<file path="src/rtl/tx_frame_arbiter.sv">
// Round-robin arbiter sharing one GMII transmit MAC between N frame sources.
// Latches the winner's header, muxes its byte stream, enforces IFG and stall timeout.
`timescale 1ns/1ps
module tx_frame_arbiter #(
   parameter int N          = 2,
   parameter int OCT        = 8,
   parameter int IFG_CYCLES = 12,
   parameter int TIMEOUT    = 1024
) (
   input  logic                 TX_CLK,
   input  logic                 rst,
   input  logic [N-1:0]         req,
   output logic [N-1:0]         gnt,
   input  logic [N*OCT*6-1:0]   src_mac_dst,
   input  logic [N*OCT*2-1:0]   src_len_type,
   input  logic [N*OCT-1:0]     src_data,
   input  logic [N-1:0]         src_valid,
   input  logic [N-1:0]         src_last,
   output logic [N-1:0]         src_ready,
   output logic                 tx_start,
   output logic [OCT*6-1:0]     tx_mac_dst,
   output logic [OCT*2-1:0]     tx_len_type,
   output logic [OCT-1:0]       tx_data,
   output logic                 tx_valid,
   output logic                 tx_last,
   input  logic                 tx_ready,
   output logic                 tx_abort,
   output logic                 busy
);

   localparam int SW = (N > 1) ? $clog2(N) : 1;

   typedef enum logic [1:0] {S_IDLE, S_STREAM, S_IFG} state_t;

   state_t           r_state, w_state_nxt;
   logic [SW-1:0]    r_sel, r_rr_ptr, w_winner;
   logic             w_any_req;
   logic [7:0]       r_ifg_cnt;
   logic [15:0]      r_stall;
   logic             r_tx_start, r_tx_abort;
   logic [OCT*6-1:0] r_mac_dst;
   logic [OCT*2-1:0] r_len_type;
   logic             w_streaming, w_xfer, w_grant, w_end, w_timeout;
   logic [N-1:0]     w_src_ready, w_gnt;

   // Lowest offset from rr_ptr is assigned last, so it wins.
   always_comb begin
      int unsigned idx;
      w_winner  = '0;
      w_any_req = 1'b0;
      idx       = 0;
      for (int unsigned k = N; k > 0; k--) begin
         idx = (32'(r_rr_ptr) + k) % N;
         if (req[idx]) begin
            w_winner  = SW'(idx);
            w_any_req = 1'b1;
         end
      end
   end

   assign w_streaming = (r_state == S_STREAM);
   assign tx_valid    = w_streaming & src_valid[r_sel];
   assign tx_last     = w_streaming & src_last[r_sel];
   assign tx_data     = w_streaming ? src_data[32'(r_sel)*OCT +: OCT] : '0;
   assign w_xfer      = tx_valid & tx_ready;

   always_comb begin
      w_src_ready = '0;
      w_gnt       = '0;
      if (w_streaming) begin
         w_src_ready[r_sel] = tx_ready;
         w_gnt[r_sel]       = 1'b1;
      end
   end

   assign src_ready   = w_src_ready;
   assign gnt         = w_gnt;
   assign tx_start    = r_tx_start;
   assign tx_abort    = r_tx_abort;
   assign tx_mac_dst  = r_mac_dst;
   assign tx_len_type = r_len_type;
   assign busy        = (r_state != S_IDLE);

   always_ff @(posedge TX_CLK) begin
      if (rst) r_state <= S_IDLE;
      else     r_state <= w_state_nxt;
   end

   always_comb begin
      w_state_nxt = r_state;
      w_grant     = 1'b0;
      w_end       = 1'b0;
      w_timeout   = 1'b0;
      case (r_state)
         S_IDLE: begin
            if (w_any_req) begin
               w_grant     = 1'b1;
               w_state_nxt = S_STREAM;
            end
         end
         S_STREAM: begin
            if (w_xfer && tx_last) begin
               w_end       = 1'b1;
               w_state_nxt = S_IFG;
            end else if (!src_valid[r_sel] && (r_stall == 16'(TIMEOUT - 1))) begin
               w_timeout   = 1'b1;
               w_state_nxt = S_IFG;
            end
         end
         S_IFG: begin
            if (r_ifg_cnt == 8'd0) w_state_nxt = S_IDLE;
         end
         default: w_state_nxt = S_IDLE;
      endcase
   end

   always_ff @(posedge TX_CLK) begin
      if (rst) begin
         r_sel      <= '0;
         r_rr_ptr   <= SW'(N - 1);
         r_ifg_cnt  <= '0;
         r_stall    <= '0;
         r_tx_start <= 1'b0;
         r_tx_abort <= 1'b0;
         r_mac_dst  <= '0;
         r_len_type <= '0;
      end else begin
         r_tx_start <= w_grant;
         r_tx_abort <= w_timeout;
         if (w_grant) begin
            r_sel      <= w_winner;
            r_mac_dst  <= src_mac_dst[32'(w_winner)*(OCT*6) +: OCT*6];
            r_len_type <= src_len_type[32'(w_winner)*(OCT*2) +: OCT*2];
            r_stall    <= '0;
         end
         if (w_end || w_timeout) begin
            r_rr_ptr  <= r_sel;
            r_ifg_cnt <= 8'(IFG_CYCLES - 1);
            r_stall   <= '0;
         end else if (w_streaming) begin
            // Backpressure (valid high, ready low) holds the count.
            if (w_xfer)                  r_stall <= '0;
            else if (!src_valid[r_sel])  r_stall <= r_stall + 16'd1;
         end else if (r_state == S_IFG && r_ifg_cnt != 8'd0) begin
            r_ifg_cnt <= r_ifg_cnt - 8'd1;
         end
      end
   end

endmodule
</file>
<file path="config.mk">
export PLATFORM = sky130hd
export DESIGN_NAME = tx_frame_arbiter
export DESIGN_NICKNAME = d
export VERILOG_FILES = /design/src/rtl/tx_frame_arbiter.sv
export SDC_FILE = /design/constraint.sdc
export NUM_CORES = 1
export LEC_CHECK = 0
export ABC_AREA = 1
export BUFFER_PORTS_ARGS = -buffer_cell sky130_fd_sc_hd__buf_2
export CORE_AREA = 5 5 96 142
export CTS_CLUSTER_DIAMETER = 100
export CTS_CLUSTER_SIZE = 20
export DETAILED_ROUTE_END_ITERATION = 10
export DIE_AREA = 0 0 101 147
export PLACE_DENSITY = 0.69
export SYNTH_ARGS = -nofsm -noshare
export SYNTH_HDL_FRONTEND = slang
export SYNTH_SLANG_ARGS = --single-unit
</file>
<file path="constraint.sdc">
create_clock -name TX_CLK -period 1.8 [get_ports TX_CLK]
set_clock_uncertainty 0.15 [all_clocks]
set_input_delay 0.09 -clock TX_CLK [delete_from_list [all_inputs] [get_ports TX_CLK]]
set_output_delay 0.09 -clock TX_CLK [all_outputs]
set_load 0.02 [all_outputs]
</file>
==> impl_results.md, run 1 <==
- Post-route ant nets: 0
- Number of port buffers: 233
- Endpoints failing setup: 0
- Synthesized flop and latch total: 94
- Max Root-Sink Buffers: 2
- Root buf cell: clkbuf_16
- DR top layer: met4
- Avg Cell Area, Syn: 7.24 µm²
- Initial antenna violation count: 0
- Least-Margin Pin Slew: 0.418 ns
- Area occupied by multi-input gates: 2480 µm²
- Most common cell after layout, fill and taps aside: buf_2
- Unrepaired setup endpoints after global routing: true
- # nets final: 1157
- Num Clock Sinks: 94
- Most frequent cells in the layout: buf_2, nand2_1, dlygate4sd3_1
- Max Fclk: 0.584 GHz
- Metal1 wirelength: 6600 µm
- First-pass GRT wire length: 27500 µm
- Vias: 5896
- CP Data Required Time: 1.56 ns
- 1st-iter DRT viols: 231
- Core ar.: 12300 µm²
- Hold Vio Cnt, Final: 0
- Layout cells sized above 1: 0.322
- Final GP Congestion: 0.843
- Asr flop ratio synth: 0
- Hold wc startpoint: req[1]
- Post-route minimum period: 1.71 ns
- FP Rows: 50
- Critical Path Start: r_state[0]
- DRC viols: 0
- Fill cells: 1039
- Final Cycle Share: 0.951
- Post-Route WL: 17500 µm
- Detail Placement HPWL: 10700 µm
- Tot GR Track Use: 0.228
- Warnings, synthesis: 0
- Worst setup SP type: flip-flop
- Metal3 WL: 1200 µm
- CTS tree: done
- Met2 wire length: 8950 µm
- EDFF count, synth: 0
- Vias in the first global route: 5839
- Synthesized area: 4650 µm²
- Diodes inserted: 0
- Storage element area: 1890 µm²
- Peak VDD IR: 0.420 mV
- Worst Hold Class: input pin to flip-flop
- Worst hold margin: 0.0363 ns
- Vias/cell: 5.08
- CTS Buf Count: 9
- Main synth FF type: dfxtp_1
- CP Capture Type: output port
- CP arrival: 1.47 ns
- Area Growth Syn to Fin: 65.8%
- DIE HEIGHT: 147 µm
- Status: finished clean
- Cells after synthesis: 642
- Leak: 0.00366 µW
- Initial Utilization: 0.377
- Grt ovf: 0
- Critical Path Fanout Max: 10
- DR WL/cell: 15.1 µm
- Synth Net Count: 798
- Clock transition at path regs: 0.07 ns
- Distinct cells, synth: 40
- IO Count: 234
- Clk_lat worst skew: 0.33 ns
- H-Tree Depth: 3
- Maxcap violations: 0
- Sequential element share of the synthesized area: 0.405
- Largest net degree at the start of global routing: 75
- Die width: 101 µm
- Rel. slew slack: 0.722
- Power Total: 6460 µW
- Die area: 14800 µm²
- Final Util: 0.625
- Worst Path Class, Setup: flip-flop to output port
- Final Max Slew Viols: 0
- R2r startpoint: r_stall[0]
- DR pass1 iterations: 4
- Power density over the cells: 839 nW/µm²
[logic make-up (layout without fill, tap and decap cells)]
kind of cell               after synthesis  in the layout  synth area share
and+or+nand+nor                        307            307             0.299
buffers and inverters                   68            431            0.0689
AOI/OAI and AO/OA                      167            167             0.214
adders and majority gates                3              3           0.00808
DFF                                     94             94             0.405
xor gates and xnor gates                 3              3           0.00566
[cell type report]
cell class / instances / share of cell area
inverters: 29 / 0.0153
well taps: 156 / 0.0253
clock inverters: 4 / 0.00942
multi-input cells: 480 / 0.322
repair buffers: 387 / 0.352
flip-flops and latches: 94 / 0.245
clock buffers: 11 / 0.0302
[Yosys cell counts, types with 6 or more instances]
| library cell | number | area [µm²] |
|---|---|---|
| a22o_1 | 9 | 78.8 |
| nand3_1 | 22 | 110 |
| clkbuf_1 | 20 | 75.1 |
| nor2_1 | 47 | 176 |
| nor3_1 | 7 | 35.0 |
| buf_2 | 9 | 45.0 |
| nor2_2 | 6 | 37.5 |
| nand4_1 | 8 | 50.1 |
| nand2_1 | 198 | 743 |
| a31oi_1 | 64 | 400 |
| o21ai_1 | 15 | 75.1 |
| inv_1 | 21 | 78.8 |
| a21oi_1 | 7 | 35.0 |
| dfxtp_1 | 94 | 1880 |
| o21ai_0 | 59 | 295 |
[path summary, 6_finish.rpt]
path / cells past startpoint / to / slack [ns]
setup reg to reg: 10 / r_ifg_cnt[3] / 0.10
hold reg to reg: 2 / r_ifg_cnt[1] / 0.34
hold / removal: 4 / r_stall[7] / 0.04
setup / recovery: 6 / tx_data[3] / 0.09
[worst max-delay path, stage by stage, from the launching register on]
cell and delay [ns]:
dfxtp_2 0.34, inv_2 0.06, nor2_8 0.14, inv_6 0.09, nor2_4 0.18, a22o_1 0.19
buf_4 0.14
[state kept, by name, summed over array words and instances (netlist names), 2 cells and up]
register / count
tx_mac_dst: 48
r_state: 2
r_ifg_cnt: 8
r_stall: 16
tx_len_type: 16
[timing repair]
item / in CTS / in global routing
setup buffers: 1 / 5
hold endpoints to repair: 69 / 1
resized for setup: 3 / 21
pin swaps: 1 / 7
setup endpoints to repair: 12 / 83
hold buffers: 129 / 1
[routing by layer]
metal | vias up | track usage
met1 | 2672 | 0.251
met2 | 269 | 0.404
li1 | 2896 | -
met3 | 59 | 0.0409
met5 | - | 0
met4 | 0 | 0.126
[per-stage QoR]
| step | TNS [ns] | instance area [µm²] | cells | setup slack [ns] |
|---|---|---|---|---|
| after global placement | 0 | 5990 | 1010 | 0.0146 |
| after detailed placement | -0.0748 | 5990 | 1010 | -0.0401 |
| after CTS | 0 | 7610 | 1155 | 0.000776 |
| final | 0 | 7700 | 1161 | 0.0879 |
| after global routing | -0.109 | 7700 | 1161 | -0.0400 |
| after floorplan | 0 | 4650 | 642 | 0.140 |
[power by group]
| group | switching (µW) | internal [µW] |
|---|---|---|
| registers | 128 | 2330 |
| logic | 1180 | 829 |
| clock network | 787 | 1210 |
| total | 2100 | 4370 |
No activity file was read; power rests on OpenSTA's default activity.
==> inputs of run 2 (changes only) <==
==> config.mk (replaced) <==
export PLATFORM = sky130hd
export DESIGN_NAME = tx_frame_arbiter
export DESIGN_NICKNAME = d
export VERILOG_FILES = /design/src/rtl/tx_frame_arbiter.sv
export SDC_FILE = /design/constraint.sdc
export NUM_CORES = 1
export LEC_CHECK = 0
export ABC_AREA = 0
export BUFFER_PORTS_ARGS = -buffer_cell sky130_fd_sc_hd__buf_2
export CORE_AREA = 5 5 88 130
export CTS_CLUSTER_DIAMETER = 100
export CTS_CLUSTER_SIZE = 20
export DETAILED_ROUTE_END_ITERATION = 10
export DIE_AREA = 0 0 93 135
export PLACE_DENSITY = 0.79
export SYNTH_ARGS = -nofsm -noshare
export SYNTH_HDL_FRONTEND = slang
export SYNTH_SLANG_ARGS = --single-unit
==> run 2 against run 1 <==
  * Critical path depth is 2 lower
  * Largest power group unchanged
  * Sequential power increased by 2%
  * Cell area rose by 5.3%
  * Fmax is 7.7% lower
  * Largest cell class unchanged
  * Die area fell by 15%
  * The run now ends with negative hold slack, negative setup slack left
==> impl_results.md, run 2 <==
- Status: finished with violations
- Failing checks: negative hold slack, negative setup slack
- Avg Cell Area, Syn: 9.02 µm² (+25%)
- CP Data Required Time: 1.93 ns (+0.37 ns)
- Hold path cells: 3 (-1)
- Storage element area: 1890 µm² (about the same)
- Least-Margin Pin Slew: 0.713 ns (+0.295 ns)
- Synthesized area: 4540 µm² (-2.4%)
- Synth Net Count: 659 (-17%)
- Main synth FF type: dfxtp_1
- CTS tree: done
- Vias: 6347 (+7.6%)
- Detail Placement HPWL: 12100 µm (+13%)
- Final Cycle Share: 1.03 (+0.0799)
- DP Worst Slack: -0.106 ns (-0.0655 ns)
- Most frequent cell after synthesis: dfxtp_1
- Rel. slew slack: 0.521 (-0.200)
- Worst hold margin: -0.0155 ns (-0.0518 ns)
- Fill cells: 519 (-50%)
- CP Capture Type: flip-flop
- Post-route minimum period: 1.86 ns (+0.144 ns)
- Post-synth top cells: dfxtp_1, nor2_1, mux2i_1
- Grt ovf: 0 (unchanged)
- Asr flop ratio synth: 0 (unchanged)
- Critical Path Fanout Max: 3 (-7)
- Slowest-stage cell, CP: or4b_4
- Core ar.: 10100 µm² (-18%)
- Clk_lat worst skew: 0.35 ns (+0.02 ns)
- Leak: 0.00362 µW (-1.0%)
- Vias/cell: 6.26 (+23%)
- Area occupied by multi-input gates: 2760 µm² (+11%)
- # nets final: 1045 (-9.7%)
- DIE HEIGHT: 135 µm (-8.2%)
- DRC viols: 0 (unchanged)
- CTS Buf Count: 9 (unchanged)
- Initial antenna violation count: 1 (+1)
- Die width: 93 µm (-7.9%)
- DR WL/cell: 24.0 µm (+59%)
- Post-route ant nets: 0 (unchanged)
- Most frequent cells in the layout: buf_2, dlygate4sd3_1, nor2_1
- Worst path buffer plus inverter count: 0 (-3)
- Root buf cell: clkbuf_16
- Max Fclk: 0.539 GHz (-7.7%)
- Placed insts: 870 (-14%)
- Initial Utilization: 0.448 (+0.0705)
- Power Total: 6980 µW (+8.0%)
- Yosys top cell area share: 0.415 (+0.00994)
- Tot GR Track Use: 0.334 (+0.106)
- Power density over the cells: 861 nW/µm² (+2.6%)
- Largest stage delay on the critical path: 0.53 ns (+0.19 ns)
- Crit path max-delay family: simple AND/OR/NAND/NOR gates
- R2R cell count: 4 (-6)
- Ordered list of cells on the worst path: or4b_4, a211o_1, or4_1, a21oi_1
- FP Rows: 45 (-10%)
- H-Tree Depth: 3 (unchanged)
- Hold Vio Cnt, Final: 1 (+1)
- First-pass GRT wire length: 32600 µm (+18%)
- Maxcap violations: 0 (unchanged)
- Num Clock Sinks: 94 (unchanged)
- Final Max Slew Viols: 0 (unchanged)
- Vias in the first global route: 6070 (+4.0%)
- CP arrival: 1.98 ns (+0.51 ns)
- Area Growth Syn to Fin: 78.8%
- Distinct cells, synth: 48 (+20%)
- 1st-iter DRT viols: 637 (+180%)
- EDFF count, synth: 0 (unchanged)
- DR pass1 iterations: 5 (+1)
- Final GP Congestion: 0.913 (+8.3%)
- Final worst slack: -0.0559 ns (-0.144 ns)
- Max Root-Sink Buffers: 2 (unchanged)
- Synth area leader: dfxtp_1
- Most common cell after layout, fill and taps aside: buf_2
- Finished Layout Cells: 1014 (-13%)
- Largest register FFs: 48 (unchanged)
- Worst setup SP type: flip-flop
- Synthesized flop and latch total: 94 (unchanged)
- Die area: 12600 µm² (-15%)
- Layout cells sized above 1: 0.425 (+0.103)
- Critical path depth in cells: 4 (-2)
- Synth area leaders: dfxtp_1, mux2i_1, a211oi_1
- Warnings, synthesis: 0 (unchanged)
- Cells after synthesis: 503 (-22%)
- Clock transition at path regs: 0.07 ns (about the same)
- Number of port buffers: 233 (unchanged)
- Sequential element share of the synthesized area: 0.415 (+0.00994)
- IO Count: 234 (unchanged)
- Post-Route WL: 24400 µm (+39%)
- Worst Hold Class: input pin to flip-flop
- Endpoints failing setup: 2 (+2)
- Worst Path Class, Setup: flip-flop to flip-flop
- Largest net degree at the start of global routing: 58 (-23%)
- Peak VDD IR: 0.580 mV (+38%)
- Unrepaired setup endpoints after global routing: true
[run 2: path summary, 6_finish.rpt]
path / startpoint / end / slack [ns]
min reg2reg: tx_len_type[2] / tx_len_type[2] / 0.36
max: r_state[0] / r_ifg_cnt[7] / -0.06
max reg2reg: r_state[0] / r_ifg_cnt[7] / -0.06
min: src_len_type[0] / tx_len_type[0] / -0.02
[run 2: routing by layer]
layer  vias up  global-route usage  routed length, µm
met2       606               0.574              11900
li1       2627                   -                  -
met3       162              0.0892               2580
met1      2952               0.369               8130
met4         0               0.184               1790
met5         -                   0                  0
[run 2: cell families after synthesis]
logic type	Yosys count	share of synthesized area
buffers and inverters	43	0.0392
AO/OA/AOI/OAI	110	0.174
AND/OR/NAND/NOR	167	0.175
flip-flops	94	0.415
multiplexers	79	0.175
adder cells (fa/ha/maj)	3	0.00828
XOR/XNOR	7	0.0135
[run 2: cell type report]
type,instances,share of cell area
timing repair buffer,413,0.368
multi-input combinational,366,0.340
sequential,94,0.233
clock buffer,11,0.0299
tap,117,0.0181
clock inverter,5,0.00787
inverter,5,0.00231
antenna,3,0.000926
[run 2: timing repair]
item                       in CTS  in global routing
hold buffers                  110                  3
gates cloned                    0                  5
hold endpoints to repair       58                  2
pin swaps                       3                  9
setup endpoints to repair      21                 75
buffers inserted                0                  7
gates resized for setup        12                 56
[run 2: worst reg2reg max path: cells and delay by family (launching register included)]
family / cells / cell delay, ns
AND/OR/NAND/NOR: 2 / 0.94
AO/OA/AOI/OAI: 2 / 0.38
flip-flops: 1 / 0.32
[run 2: report_power, final]
part / leakage, µW / switching (µW) / internal [µW] / total, µW
Sequential: 0.000778 / 185 / 2320 / 2500
Combinational: 0.00269 / 1420 / 1040 / 2460
Clock: 0.000147 / 890 / 1130 / 2020
[run 2: metrics by stage]
stage                     instance area, µm²   TNS, ns  utilization  hold slack, ns
after detailed placement                6200    -0.468        0.612           0.290
after global placement                  6200   -0.0348        0.612           0.281
final                                   8110   -0.0772        0.800         -0.0155
after global routing                    8100    -0.632        0.800        -0.00667
after CTS                               7650   -0.0700        0.755        0.000354
after floorplan                         4540  -0.00695            -           0.131
==> inputs of run 3 (changes only) <==
--- a/config.mk
+++ b/config.mk
@@ -7,12 +7,12 @@
 export LEC_CHECK = 0
 export ABC_AREA = 0
 export BUFFER_PORTS_ARGS = -buffer_cell sky130_fd_sc_hd__buf_2
-export CORE_AREA = 5 5 88 130
+export CORE_AREA = 5 5 135 85
 export CTS_CLUSTER_DIAMETER = 100
 export CTS_CLUSTER_SIZE = 20
 export DETAILED_ROUTE_END_ITERATION = 10
-export DIE_AREA = 0 0 93 135
-export PLACE_DENSITY = 0.79
+export DIE_AREA = 0 0 140 90
+export PLACE_DENSITY = 0.8
 export SYNTH_ARGS = -nofsm -noshare
 export SYNTH_HDL_FRONTEND = slang
 export SYNTH_SLANG_ARGS = --single-unit
==> run 3 against run 2 <==
  * The flow still finishes with violations (negative hold slack, negative setup slack)
  * Sequential power down 2%
  * Count of clock-buffer cells in the layout down 2
  * Flip-flop and latch count unchanged
  * Combinational power down 7%
  * Critical path depth up 4
  * Setup slack worse by 0.022 ns
  * Via count down 8.4%
  * Critical path type unchanged
  * Critical endpoint is now tx_mac_dst[27]
  * Highest routed layer unchanged
==> impl_results.md, run 3 (same netlist as run 2, synthesis figures left out) <==
- Vias: 5817 (-8.4%)
- R2r startpoint: r_state[1]
- Final Cycle Share: 1.04 (+0.0120)
- # nets final: 1048 (+0.29%)
- Critical Path Fanout Max: 19 (+16)
- 1st-iter DRT viols: 464 (-27%)
- CTS tree: done
- Leak: 0.00359 µW (-0.84%)
- Initial antenna violation count: 1 (unchanged)
- Setup TNS: -0.143 ns (-0.0655 ns)
- IO Count: 234 (unchanged)
- FP Rows: 29 (-36%)
- First-pass GRT wire length: 31100 µm (-4.7%)
- Least-Margin Pin Slew: 0.701 ns (-0.0117 ns)
- Max Root-Sink Buffers: 2 (unchanged)
- Worst Hold Class: input pin to flip-flop
- DR pass1 iterations: 5 (unchanged)
- Worst Path Class, Setup: flip-flop to flip-flop
- Fill cells: 646 (+24%)
- Num Clock Sinks: 94 (unchanged)
- DRC viols: 0 (unchanged)
- CP Capture Type: flip-flop
- CP Data Required Time: 1.86 ns (-0.07 ns)
- Most frequent cells in the layout: buf_2, dlygate4sd3_1, nor2_1
- DR WL/cell: 20.8 µm (-13%)
- Rel. slew slack: 0.529 (+0.00788)
- Peak VDD IR: 0.593 mV (+2.2%)
- Hold path cells: 3 (unchanged)
- Post-Route WL: 21600 µm (-12%)
- Largest net degree at the start of global routing: 53 (-8.6%)
- Failing checks: negative hold slack, negative setup slack
- Metal3 WL: 1470 µm (-43%)
- Tot GR Track Use: 0.307 (-0.0270)
- Metal1 wirelength: 8070 µm (-0.76%)
- Area Growth Syn to Fin: 76.4%
- Vias in the first global route: 6045 (-0.41%)
- Power density over the cells: 810 nW/µm² (-5.9%)
- R2R cell count: 8 (+4)
- Vias/cell: 5.61 (-10%)
- Reg2reg setup slack: -0.08 ns (-0.02 ns)
- Met2 wire length: 10600 µm (-10%)
- Initial Utilization: 0.443 (-0.00427)
- CTS Buf Count: 9 (unchanged)
- Final Max Slew Viols: 0 (unchanged)
- Detail Placement HPWL: 11600 µm (-4.1%)
- DIE HEIGHT: 90 µm (-33%)
- H-Tree Depth: 3 (unchanged)
- FF-to-FF End: tx_mac_dst[27]
- Grt ovf: 0 (unchanged)
- Layout cells sized above 1: 0.412 (-0.0132)
- Die width: 140 µm (+51%)
- Core ar.: 10200 µm² (+0.96%)
- DR top layer: met4
- Largest register FFs: 48 (unchanged)
- Worst hold margin: -0.0206 ns (-0.00511 ns)
- Endpoints failing setup: 2 (unchanged)
- Final Util: 0.782 (-0.0180)
- Clock transition at path regs: 0.07 ns (about the same)
- Final worst slack: -0.0774 ns (-0.0215 ns)
- Hold Vio Cnt, Final: 1 (unchanged)
- Max Fclk: 0.533 GHz (-1.1%)
- Unrepaired setup endpoints after global routing: true
- Worst setup SP type: flip-flop
- Final GP Congestion: 0.910 (-0.25%)
- Post-route minimum period: 1.88 ns (+0.0215 ns)
- Number of port buffers: 233 (unchanged)
- Hold Path Sink: tx_len_type[0]
- CP arrival: 1.94 ns (-0.04 ns)
- Post-route ant nets: 0 (unchanged)
- Hold wc startpoint: src_len_type[16]
- Most common cell after layout, fill and taps aside: buf_2
- Maxcap violations: 0 (unchanged)
- Clk_lat worst skew: 0.34 ns (about the same)
- Die area: 12600 µm² (+0.36%)
- Status: finished with violations
- Root buf cell: clkbuf_16
-- run 3: cell types whose count changed in the layout (fill, tap and decap cells not counted), moves of 3 or more --
cell           delta
buf_4             +5
a211oi_1         +12
dfxtp_1           -9
a211oi_2         -12
clkinv_2          +3
nor2_2            +3
dlygate4sd3_1     +5
buf_2             -3
dfxtp_2           +9
-- run 3: per-layer routing --
layer,vias up,GRT usage
met5,-,0
met4,0,0.181
met3,115,0.0764
met2,349,0.539
met1,2726,0.335
li1,2627,-
-- run 3: cell type report --
cell class              instances  area (µm²)  area share
flip-flops and latches         94        1900       0.237
multi-input cells             366        2670       0.333
inverters                       5        18.8     0.00235
well taps                     139         174      0.0217
repair buffers                416        2980       0.372
clock inverters                 6        38.8     0.00485
clock buffers                   9         225      0.0281
diodes                          1        2.50    0.000313
-- run 3: critical path, cell delays in order, from the launching register on --
cell and delay (ns):
dfxtp_1 0.33, buf_4 0.16, nor2_2 0.14, inv_1 0.11
nor2_4 0.12, buf_4 0.14, buf_12 0.16, nor2_1 0.07
a211oi_1 0.37
-- run 3: how the worst max path moves through the flow --
stage          cells past startpoint         start              to
2_1_floorplan                      4    r_state[0]    r_ifg_cnt[7]
3_3_place_gp                       4    r_state[0]    r_ifg_cnt[7]
3_5_place_dp                       6  r_ifg_cnt[1]    r_ifg_cnt[1]
4_1_cts                            4    r_state[0]    r_ifg_cnt[7]
5_1_grt                            8    r_state[1]  tx_mac_dst[27]
6_report                           8    r_state[1]  tx_mac_dst[27]
-- run 3: what timing repair did --
action | CTS | global route
setup buffers | 2 | 5
gates resized for setup | 9 | 50
endpoints found under the hold margin | 61 | 1
pin swaps | 4 | 10
cloned | 1 | 2
endpoints found under the setup margin | 22 | 98
hold buffers | 117 | 2
-- run 3: where the power goes --
| part | internal (µW) | switching, µW | total [µW] |
|---|---|---|---|
| Sequential | 2320 | 141 | 2460 |
| Clock | 926 | 805 | 1730 |
| Combinational | 1000 | 1300 | 2300 |
-- run 3: per-stage QoR --
step	worst slack (ns)	power [µW]	std cells	cell area, µm²	hold slack (ns)
floorplan	-0.00695	3520	503	4540	0.131
global placement	-0.0126	4190	892	6220	0.268
detailed placement	-0.158	4260	892	6220	0.276
CTS	-0.0475	6230	1027	7730	0.00269
global route	-0.146	6760	1036	8000	0.0103
finish	-0.0774	6480	1036	8000	-0.0206
